`src/rtl/mem_access.sv`:
```
// MIPS MEM stage: runs the data-bus req/ack transaction for loads/stores and registers the MEM/WB triple.
// Latency 1 cycle for non-memory ops, 2+N for memory ops; stall_o holds the upstream pipe while BUSY.
module mem_access #(
    parameter int BUS_TIMEOUT = 255
) (
    input  logic        clk,
    input  logic        rst,
    input  logic        mem_valid_i,
    input  logic [31:0] mem_wdata_i,
    input  logic [4:0]  mem_waddr_i,
    input  logic        mem_we_i,
    input  logic [3:0]  mem_op_i,
    input  logic [31:0] mem_addr_i,
    input  logic [31:0] mem_sdata_i,
    output logic        dbus_req_o,
    output logic        dbus_we_o,
    output logic [31:0] dbus_addr_o,
    output logic [3:0]  dbus_be_o,
    output logic [31:0] dbus_wdata_o,
    input  logic        dbus_ack_i,
    input  logic [31:0] dbus_rdata_i,
    output logic        stall_o,
    output logic [31:0] wb_wdata_o,
    output logic [4:0]  wb_waddr_o,
    output logic        wb_we_o,
    output logic        misalign_o,
    output logic        bus_err_o
);
    localparam logic [3:0] OP_LB  = 4'd1;
    localparam logic [3:0] OP_LBU = 4'd2;
    localparam logic [3:0] OP_LH  = 4'd3;
    localparam logic [3:0] OP_LHU = 4'd4;
    localparam logic [3:0] OP_LW  = 4'd5;
    localparam logic [3:0] OP_SB  = 4'd6;
    localparam logic [3:0] OP_SH  = 4'd7;
    localparam logic [3:0] OP_SW  = 4'd8;
    localparam logic [7:0] TO_LAST = 8'(BUS_TIMEOUT - 1);

    typedef enum logic {ST_IDLE, ST_BUSY} state_t;

    state_t      r_state, w_state_nxt;
    logic        r_req, w_req_nxt;
    logic        r_dwe, w_dwe_nxt;
    logic [31:0] r_daddr, w_daddr_nxt;
    logic [3:0]  r_be, w_be_nxt;
    logic [31:0] r_dwdata, w_dwdata_nxt;
    logic [7:0]  r_cnt, w_cnt_nxt;
    logic [3:0]  r_op, w_op_nxt;
    logic [1:0]  r_off, w_off_nxt;
    logic [4:0]  r_hwaddr, w_hwaddr_nxt;
    logic        r_hwe, w_hwe_nxt;
    logic [31:0] r_wb_wdata, w_wb_wdata_nxt;
    logic [4:0]  r_wb_waddr, w_wb_waddr_nxt;
    logic        r_wb_we, w_wb_we_nxt;
    logic        r_misal, w_misal_nxt;
    logic        r_err, w_err_nxt;

    logic        w_is_load, w_is_store, w_misalign;
    logic [3:0]  w_be;
    logic [31:0] w_sdata_rep;
    logic [31:0] w_lane, w_load_data;

    always_comb begin
        w_is_load   = (mem_op_i >= OP_LB) && (mem_op_i <= OP_LW);
        w_is_store  = (mem_op_i >= OP_SB) && (mem_op_i <= OP_SW);
        w_misalign  = 1'b0;
        w_be        = 4'b1111;
        w_sdata_rep = mem_sdata_i;
        case (mem_op_i)
            OP_LH, OP_LHU: w_misalign = mem_addr_i[0];
            OP_LW, OP_SW:  w_misalign = |mem_addr_i[1:0];
            OP_SB: begin
                w_be        = 4'b0001 << mem_addr_i[1:0];
                w_sdata_rep = {4{mem_sdata_i[7:0]}};
            end
            OP_SH: begin
                w_misalign  = mem_addr_i[0];
                w_be        = mem_addr_i[1] ? 4'b1100 : 4'b0011;
                w_sdata_rep = {2{mem_sdata_i[15:0]}};
            end
            default: ;
        endcase
    end

    // Shift the addressed lane down to bit 0; halfword offsets are always 0 or 2 here.
    always_comb begin
        w_lane = dbus_rdata_i >> {r_off, 3'b000};
        case (r_op)
            OP_LB:   w_load_data = {{24{w_lane[7]}}, w_lane[7:0]};
            OP_LBU:  w_load_data = {24'b0, w_lane[7:0]};
            OP_LH:   w_load_data = {{16{w_lane[15]}}, w_lane[15:0]};
            OP_LHU:  w_load_data = {16'b0, w_lane[15:0]};
            default: w_load_data = dbus_rdata_i;
        endcase
    end

    always_comb begin
        w_state_nxt    = r_state;
        w_req_nxt      = r_req;
        w_dwe_nxt      = r_dwe;
        w_daddr_nxt    = r_daddr;
        w_be_nxt       = r_be;
        w_dwdata_nxt   = r_dwdata;
        w_cnt_nxt      = r_cnt;
        w_op_nxt       = r_op;
        w_off_nxt      = r_off;
        w_hwaddr_nxt   = r_hwaddr;
        w_hwe_nxt      = r_hwe;
        w_wb_wdata_nxt = r_wb_wdata;
        w_wb_waddr_nxt = r_wb_waddr;
        w_wb_we_nxt    = 1'b0;
        w_misal_nxt    = 1'b0;
        w_err_nxt      = 1'b0;
        case (r_state)
            ST_IDLE: begin
                if (mem_valid_i) begin
                    if (!(w_is_load || w_is_store)) begin
                        w_wb_wdata_nxt = mem_wdata_i;
                        w_wb_waddr_nxt = mem_waddr_i;
                        w_wb_we_nxt    = mem_we_i;
                    end else if (w_misalign) begin
                        w_misal_nxt = 1'b1;
                    end else begin
                        w_state_nxt  = ST_BUSY;
                        w_req_nxt    = 1'b1;
                        w_dwe_nxt    = w_is_store;
                        w_daddr_nxt  = {mem_addr_i[31:2], 2'b00};
                        w_be_nxt     = w_be;
                        w_dwdata_nxt = w_sdata_rep;
                        w_cnt_nxt    = 8'd0;
                        w_op_nxt     = mem_op_i;
                        w_off_nxt    = mem_addr_i[1:0];
                        w_hwaddr_nxt = mem_waddr_i;
                        w_hwe_nxt    = mem_we_i;
                    end
                end
            end
            ST_BUSY: begin
                // An ack arriving on the timeout cycle still completes the transfer.
                if (dbus_ack_i) begin
                    w_state_nxt = ST_IDLE;
                    w_req_nxt   = 1'b0;
                    w_dwe_nxt   = 1'b0;
                    if (r_op <= OP_LW) begin
                        w_wb_wdata_nxt = w_load_data;
                        w_wb_waddr_nxt = r_hwaddr;
                        w_wb_we_nxt    = r_hwe;
                    end
                end else if (r_cnt == TO_LAST) begin
                    w_state_nxt = ST_IDLE;
                    w_req_nxt   = 1'b0;
                    w_dwe_nxt   = 1'b0;
                    w_err_nxt   = 1'b1;
                end else begin
                    w_cnt_nxt = r_cnt + 8'd1;
                end
            end
            default: w_state_nxt = ST_IDLE;
        endcase
    end

    always_ff @(posedge clk) begin
        if (rst) begin
            r_state    <= ST_IDLE;
            r_req      <= 1'b0;
            r_dwe      <= 1'b0;
            r_daddr    <= 32'd0;
            r_be       <= 4'd0;
            r_dwdata   <= 32'd0;
            r_cnt      <= 8'd0;
            r_op       <= 4'd0;
            r_off      <= 2'd0;
            r_hwaddr   <= 5'd0;
            r_hwe      <= 1'b0;
            r_wb_wdata <= 32'd0;
            r_wb_waddr <= 5'd0;
            r_wb_we    <= 1'b0;
            r_misal    <= 1'b0;
            r_err      <= 1'b0;
        end else begin
            r_state    <= w_state_nxt;
            r_req      <= w_req_nxt;
            r_dwe      <= w_dwe_nxt;
            r_daddr    <= w_daddr_nxt;
            r_be       <= w_be_nxt;
            r_dwdata   <= w_dwdata_nxt;
            r_cnt      <= w_cnt_nxt;
            r_op       <= w_op_nxt;
            r_off      <= w_off_nxt;
            r_hwaddr   <= w_hwaddr_nxt;
            r_hwe      <= w_hwe_nxt;
            r_wb_wdata <= w_wb_wdata_nxt;
            r_wb_waddr <= w_wb_waddr_nxt;
            r_wb_we    <= w_wb_we_nxt;
            r_misal    <= w_misal_nxt;
            r_err      <= w_err_nxt;
        end
    end

    assign stall_o      = (r_state == ST_BUSY);
    assign dbus_req_o   = r_req;
    assign dbus_we_o    = r_dwe;
    assign dbus_addr_o  = r_daddr;
    assign dbus_be_o    = r_be;
    assign dbus_wdata_o = r_dwdata;
    assign wb_wdata_o   = r_wb_wdata;
    assign wb_waddr_o   = r_wb_waddr;
    assign wb_we_o      = r_wb_we;
    assign misalign_o   = r_misal;
    assign bus_err_o    = r_err;
endmodule
```
`config.mk`:
```
export PLATFORM = sky130hd
export DESIGN_NAME = mem_access
export DESIGN_NICKNAME = d
export VERILOG_FILES = /design/src/rtl/mem_access.sv
export SDC_FILE = /design/constraint.sdc
export NUM_CORES = 1
export LEC_CHECK = 0
export ABC_AREA = 1
export CORE_UTILIZATION = 30
export CTS_BUF_LIST = sky130_fd_sc_hd__clkbuf_16
export CTS_CLUSTER_DIAMETER = 40
export DETAILED_ROUTE_END_ITERATION = 16
export GPL_TIMING_DRIVEN = 1
export HOLD_SLACK_MARGIN = 0.12
export PLACE_DENSITY = 0.64
export SYNTH_ARGS = -nofsm -noshare
export SYNTH_HDL_FRONTEND = slang
export SYNTH_SLANG_ARGS = --single-unit
```
`constraint.sdc`:
```
create_clock -name clk -period 1.37 [get_ports clk]
set_input_delay 0.137 -clock clk [delete_from_list [all_inputs] [get_ports clk]]
set_output_delay 0.137 -clock clk [all_outputs]
set_load 0.01 [all_outputs]
```
==> results of run 1 <==
[logic make-up after synthesis]
kind of cell    Yosys count  synth area share (%)
simple gates            474                  29.8
compound gates          248                  20.4
buf+inv                 136                  9.49
flops                   129                  39.7
xor+xnor                  2                 0.269
fa+ha+maj                 2                 0.384
other cells               1                0.0576
[what timing repair did]
action                     CTS  global route
gates cloned                 4            11
buffers inserted             9             5
resized for setup          189           124
hold endpoints to repair     0             1
setup endpoints to repair  227           107
pin swaps                   26            51
hold buffers                 0             1
[flip-flops by register name, summed over array words and instances (netlist names)]
signal        cells
dbus_wdata_o     32
wb_wdata_o       32
dbus_addr_o      30
r_cnt             8
r_hwaddr          5
wb_waddr_o        5
dbus_be_o         4
r_op              4
r_off             2
bus_err_o         1
dbus_req_o        1
dbus_we_o         1
misalign_o        1
r_hwe             1
stall_o           1
wb_we_o           1
[layout by cell type, fill, tap and decap left out, types with 25 or more instances in the layout]
| master | n |
|---|---|
| sky130_fd_sc_hd__a21oi_1 | 60 |
| sky130_fd_sc_hd__buf_4 | 73 |
| sky130_fd_sc_hd__clkbuf_16 | 25 |
| sky130_fd_sc_hd__clkdlybuf4s50_1 | 134 |
| sky130_fd_sc_hd__dfxtp_1 | 117 |
| sky130_fd_sc_hd__dlygate4sd2_1 | 113 |
| sky130_fd_sc_hd__inv_1 | 61 |
| sky130_fd_sc_hd__nand2_1 | 222 |
| sky130_fd_sc_hd__nand3_1 | 49 |
| sky130_fd_sc_hd__nor2_1 | 139 |
| sky130_fd_sc_hd__o21ai_0 | 80 |
| sky130_fd_sc_hd__o21ai_1 | 52 |
[layout make-up]
cell class / instances / area (um^2)
multi-input cells: 728 / 3710
inverters: 74 / 293
clock inverters: 14 / 191
well taps: 275 / 344
clock buffers: 17 / 425
repair buffers: 375 / 3820
flip-flops and latches: 129 / 2610
fillers: 2034 / 9760
[layer usage]
metal | share of wire, % | wire, um | vias up
li1 | - | - | 3863
met1 | 41 | 10400 | 3545
met2 | 47 | 12000 | 324
met3 | 9.2 | 2320 | 37
met4 | 2.2 | 543 | 0
met5 | 0 | 0 | -
[worst max-delay path, stage by stage, from the launching register on]
cell	delay (ps)
sky130_fd_sc_hd__dfxtp_4	390
sky130_fd_sc_hd__inv_6	90
sky130_fd_sc_hd__nand2_4	70
sky130_fd_sc_hd__nor2_4	260
sky130_fd_sc_hd__buf_12	150
sky130_fd_sc_hd__buf_16	120
sky130_fd_sc_hd__clkbuf_16	130
sky130_fd_sc_hd__nand2_1	50
sky130_fd_sc_hd__a21oi_1	120
[metrics by stage]
step                instances  total power, mW  cell area, um^2  util, %
CTS                      1597             12.0            10800     51.2
global placement         1553             7.07            10000     47.3
finish                   1612             12.2            11400     53.8
detailed placement       1553             7.08            10000     47.3
floorplan                 993             5.49             6540        -
global route             1612             12.7            11400     53.8
[power by group]
part / total [mW] / leakage, nW / internal, mW / switching [mW]
Combinational: 3.14 / 3.91 / 1.59 / 1.55
Sequential: 4.21 / 1.06 / 4.04 / 0.170
Clock: 4.84 / 0.302 / 3.04 / 1.81
Total: 12.2 / 5.28 / 8.67 / 3.52
[worst paths after layout]
kind | from | to | slack (ps) | cells past startpoint
worst max-delay path | stall_o | dbus_wdata_o[27] | -90 | 8
worst min-delay path | mem_op_i[0] | r_op[0] | 140 | 4
worst max register to register | stall_o | dbus_wdata_o[27] | -90 | 8
worst min register to register | dbus_be_o[0] | dbus_be_o[0] | 450 | 2
==> results.json, run 1 <==
{
  "netlist_area_mm2": 0.00651,
  "area_growth_syn_to_layout_pct": 74.9,
  "tritoncts_num_sinks": 129,
  "fp-row-count": 53,
  "synth.avg_cell_area_um2": 6.57,
  "failed_checks": "negative setup slack",
  "grt_pass1_vias": 7165,
  "via_per_inst": 4.82,
  "worst_clock_skew_ps": 10.8,
  "remaining_drc_errors": 0,
  "number_of_antenna_violations_at_the_first_check_in_global_routing": 1,
  "grt_max_degree": 52,
  "yosysTopAreaCell": "sky130_fd_sc_hd__dfxtp_1",
  "run_status": "complete, but fails checks",
  "synth_top_area_share_pct": 39.7,
  "clockBufferDepth": 2,
  "synth_cell_type_count": 38,
  "detail-route-antenna-nets": 0,
  "numCtsBuffers": 17,
  "power.static_leakage_nw": 5.28,
  "unrepaired_setup_endpoints_after_global_routing": "yes",
  "cts_root_buffer": "sky130_fd_sc_hd__clkbuf_16",
  "critical_path_arrival_ps": 1810,
  "worst-path-max-fanout": 6,
  "clock.fmax_mhz": 687,
  "diodes": 0,
  "synthTopCellsByArea": "sky130_fd_sc_hd__dfxtp_1 40%, sky130_fd_sc_hd__nand2_1 14%, sky130_fd_sc_hd__o21ai_0 9.8%, sky130_fd_sc_hd__nor2_1 9.1%, sky130_fd_sc_hd__a21oi_1 5.9%",
  "finish.net_count": 1469,
  "htreeDepth": 4,
  "worstHoldPathType": "input port to register",
  "groute.layer.met2.usage_pct": 35.6,
  "floorplan.die.width_um": 149,
  "synth_edf_count": 0,
  "critical_path.startpoint_type": "register",
  "yosysWarnings": 0,
  "drt_wl_total_mm": 25.2,
  "tritoncts": "yes",
  "dr.first_iter.drc_count": 350,
  "layout-drive-gt1-share_pct": 20.3,
  "placement.setup.worst_slack_ps": -589,
  "wire_per_inst_um": 15.6,
  "power.density_mw_per_mm2": 1070,
  "dp_hpwl_mm": 17.1,
  "synthFlopType": "sky130_fd_sc_hd__dfxtp_1",
  "first_pass_iters": 5,
  "synth_sequential_area_ratio_pct": 39.7,
  "grt_use_met3_pct": 6.79,
  "grt-ovfl-total": 0,
  "cap_violations": 0,
  "timing.final.setup_violations": 90,
  "die-area_mm2": 0.0223,
  "path_clk_slew_ps": 60,
  "quantity_of_i_o_buffers_inserted_on_ports": 250,
  "worst_hold_slack_ps": 136,
  "routabilityCongestion": 0.892,
  "die-height_um": 149,
  "core-area_mm2": 0.0212,
  "grt_pass1_wl_mm": 37.2,
  "synth_async_sr_flop_share_pct": 0,
  "clkLatencyLatePin_ps": 420,
  "global_route.usage.met1_pct": 26.2,
  "totalNegativeSetupSlack_ps": -3550,
  "global_route_usage_over_all_layers_pct": 21.4,
  "power.ir.vdd_worst_mv": 0.915,
  "post_synth_most_frequent_cells": "238 x sky130_fd_sc_hd__nand2_1, 158 x sky130_fd_sc_hd__nor2_1, 129 x sky130_fd_sc_hd__dfxtp_1",
  "layout_min_cycle_time_ps": 1460,
  "grt-busiest-layer": "met2",
  "crit_type": "register to register",
  "worst_slack_ps": -86.1,
  "floorplan.initialDensity_pct": 30.8,
  "hold_violations": 0,
  "final.period_utilization_pct": 106,
  "cp_required_ps": 1720,
  "syn-instance-count": 992,
  "drv_slew": 0,
  "synth.most_common_cell": "sky130_fd_sc_hd__nand2_1",
  "end_kind": "register",
  "top_level_ports": 253,
  "ys_ff_latch": 129,
  "vias_after_detailed_routing": 7769
}
Note: power is estimated with default switching activity, not from simulation.
==> run 2, diff against run 1 <==
CORE_UTILIZATION = 40   (was 30)
PLACE_DENSITY = 0.8   (was 0.64)
==> results.json, run 2 (same netlist as run 1, synthesis figures left out) <==
{
  "cap_violations": 0,
  "path_clk_slew_ps": 60,
  "layout-drive-gt1-share_pct": 24.1,
  "failed_checks": "negative setup slack",
  "critical_path_arrival_ps": 1850,
  "floorplan.initialDensity_pct": 41.0,
  "htreeDepth": 4,
  "crit_path_max_incr_delay_ps": 340,
  "floorplan.die.width_um": 130,
  "dp_hpwl_mm": 16.5,
  "unrepaired_setup_endpoints_after_global_routing": "yes",
  "tritoncts": "yes",
  "grt_max_degree": 56,
  "fp-row-count": 46,
  "worst_slack_ps": -177,
  "layout_commonest_cell": "sky130_fd_sc_hd__nand2_1",
  "numCtsBuffers": 17,
  "clockBufferDepth": 2,
  "stdcell_count": 1563,
  "first_pass_iters": 6,
  "worst_clock_skew_ps": 11.2,
  "most_frequent_cells_in_the_layout": "200 x sky130_fd_sc_hd__nand2_1, 145 x sky130_fd_sc_hd__nor2_1, 135 x sky130_fd_sc_hd__clkdlybuf4s50_1, 117 x sky130_fd_sc_hd__dfxtp_1, 109 x sky130_fd_sc_hd__dlygate4sd2_1",
  "hold_violations": 0,
  "area_growth_syn_to_layout_pct": 78.1,
  "routabilityCongestion": 0.882,
  "crit_type": "register to register",
  "die-area_mm2": 0.0168,
  "worst_path_max_delay_cell": "sky130_fd_sc_hd__dfxtp_2",
  "timing.final.setup_violations": 56,
  "top_level_ports": 253,
  "critical_path.startpoint_type": "register",
  "tritoncts_num_sinks": 129,
  "drv_slew": 0,
  "vias_after_detailed_routing": 8522,
  "cp_required_ps": 1670,
  "via_per_inst": 5.45,
  "core-area_mm2": 0.0159,
  "dr.first_iter.drc_count": 676,
  "diodes": 0,
  "clkLatencyLatePin_ps": 420,
  "drt_wl_total_mm": 28.6,
  "end_kind": "register",
  "r2r_setup_slack_ps": -180,
  "die-height_um": 130,
  "number_of_placed_cells_counting_well_taps": 1486,
  "clock.fmax_mhz": 647,
  "power.density_mw_per_mm2": 1040,
  "crit_path_cell_trace": "inv_4 > nand2_4 > inv_4 > nand2_4 > nand2_4 > buf_12 > clkinvlp_4 > nand2_1 > nand2_1 > o21bai_1 > a21oi_1",
  "wire_per_inst_um": 18.3,
  "cts_root_buffer": "sky130_fd_sc_hd__clkbuf_16",
  "layout_min_cycle_time_ps": 1550,
  "totalNegativeSetupSlack_ps": -5310,
  "grt-ovfl-total": 0,
  "final.period_utilization_pct": 113,
  "worst-path-max-fanout": 7,
  "quantity_of_i_o_buffers_inserted_on_ports": 250,
  "worstHoldPathType": "input port to register",
  "placement.setup.worst_slack_ps": -583,
  "global_route_usage_over_all_layers_pct": 30.2,
  "worst_path_most_repeated_cell": "sky130_fd_sc_hd__nand2_4",
  "post_cts_hold_buffer_count": 0,
  "power.static_leakage_nw": 5.37,
  "grt_pass1_wl_mm": 38.9,
  "finish.net_count": 1480,
  "remaining_drc_errors": 0,
  "power.ir.vdd_worst_mv": 0.757,
  "run_status": "complete, but fails checks",
  "grt_pass1_vias": 7923,
  "detail-route-antenna-nets": 0,
  "number_of_antenna_violations_at_the_first_check_in_global_routing": 1
}
run 2: changes by cell type in the layout (fill, tap and decap cells not counted), moves of 5 or more:
cell,before,now
sky130_fd_sc_hd__a21oi_1,60,52
sky130_fd_sc_hd__a21oi_2,17,25
sky130_fd_sc_hd__buf_4,73,81
sky130_fd_sc_hd__nand2_1,222,200
sky130_fd_sc_hd__nand2_2,9,32
sky130_fd_sc_hd__nand3_1,49,41
sky130_fd_sc_hd__nor2_1,139,145
sky130_fd_sc_hd__nor2_2,16,10
sky130_fd_sc_hd__o21ai_0,80,75
sky130_fd_sc_hd__o21ai_2,8,13
run 2: path summary, 6_finish.rpt:
| check | start | endpoint | depth (start not counted) |
|---|---|---|---|
| worst min-delay path | mem_op_i[0] | r_op[0] | 4 |
| worst max-delay path | r_op[3] | wb_wdata_o[31] | 11 |
| worst max register to register | r_op[3] | wb_wdata_o[31] | 11 |
| worst min register to register | dbus_be_o[0] | dbus_be_o[0] | 2 |
run 2: power breakdown:
| group | leakage (nW) | internal (mW) | switching (mW) |
|---|---|---|---|
| registers | 1.06 | 4.04 | 0.177 |
| logic | 4.03 | 1.70 | 1.74 |
| clock network | 0.276 | 2.63 | 1.75 |
run 2: stage by stage:
| step | hold WS [ps] | power, mW | utilization, % | cell area, um^2 |
|---|---|---|---|---|
| 4_1_cts | 236 | 11.6 | 68.5 | 10900 |
| 3_3_place_gp | 427 | 6.97 | 61.8 | 9810 |
| 2_1_floorplan | 216 | 5.49 | - | 6540 |
| 5_1_grt | 163 | 12.5 | 73.0 | 11600 |
| 6_report | 158 | 12.0 | 73.0 | 11600 |
| 3_5_place_dp | 434 | 7.01 | 61.8 | 9810 |
run 2: timing repair:
item | 4_1_cts | 5_1_grt
endpoints found under the setup margin | 231 | 122
gates cloned | 9 | 11
resized for setup | 226 | 145
buffers inserted | 16 | 12
pin swaps | 43 | 49
run 2: critical path, delay by kind of cell, from the launching register on:
family	cells	cell delay [ps]
buffers and inverters	4	450
and+or+nand+nor	5	380
DFF	1	340
AOI/OAI and AO/OA	2	260
run 2: area by class of cell:
| type | count | area (um^2) |
|---|---|---|
| tap | 216 | 270 |
| inverter | 74 | 302 |
| clock buffer | 17 | 425 |
| sequential | 129 | 2610 |
| clock inverter | 13 | 125 |
| timing repair buffer | 383 | 3940 |
| fill | 1236 | 4290 |
| multi-input combinational | 731 | 3920 |
run 2: metal layers:
metal	global-route usage (%)	up-vias	routed length (um)
li1	-	3910	-
met1	33.5	3921	10500
met2	50.7	536	13600
met3	8.59	153	2610
met4	19.2	2	1870
met5	0	-	13
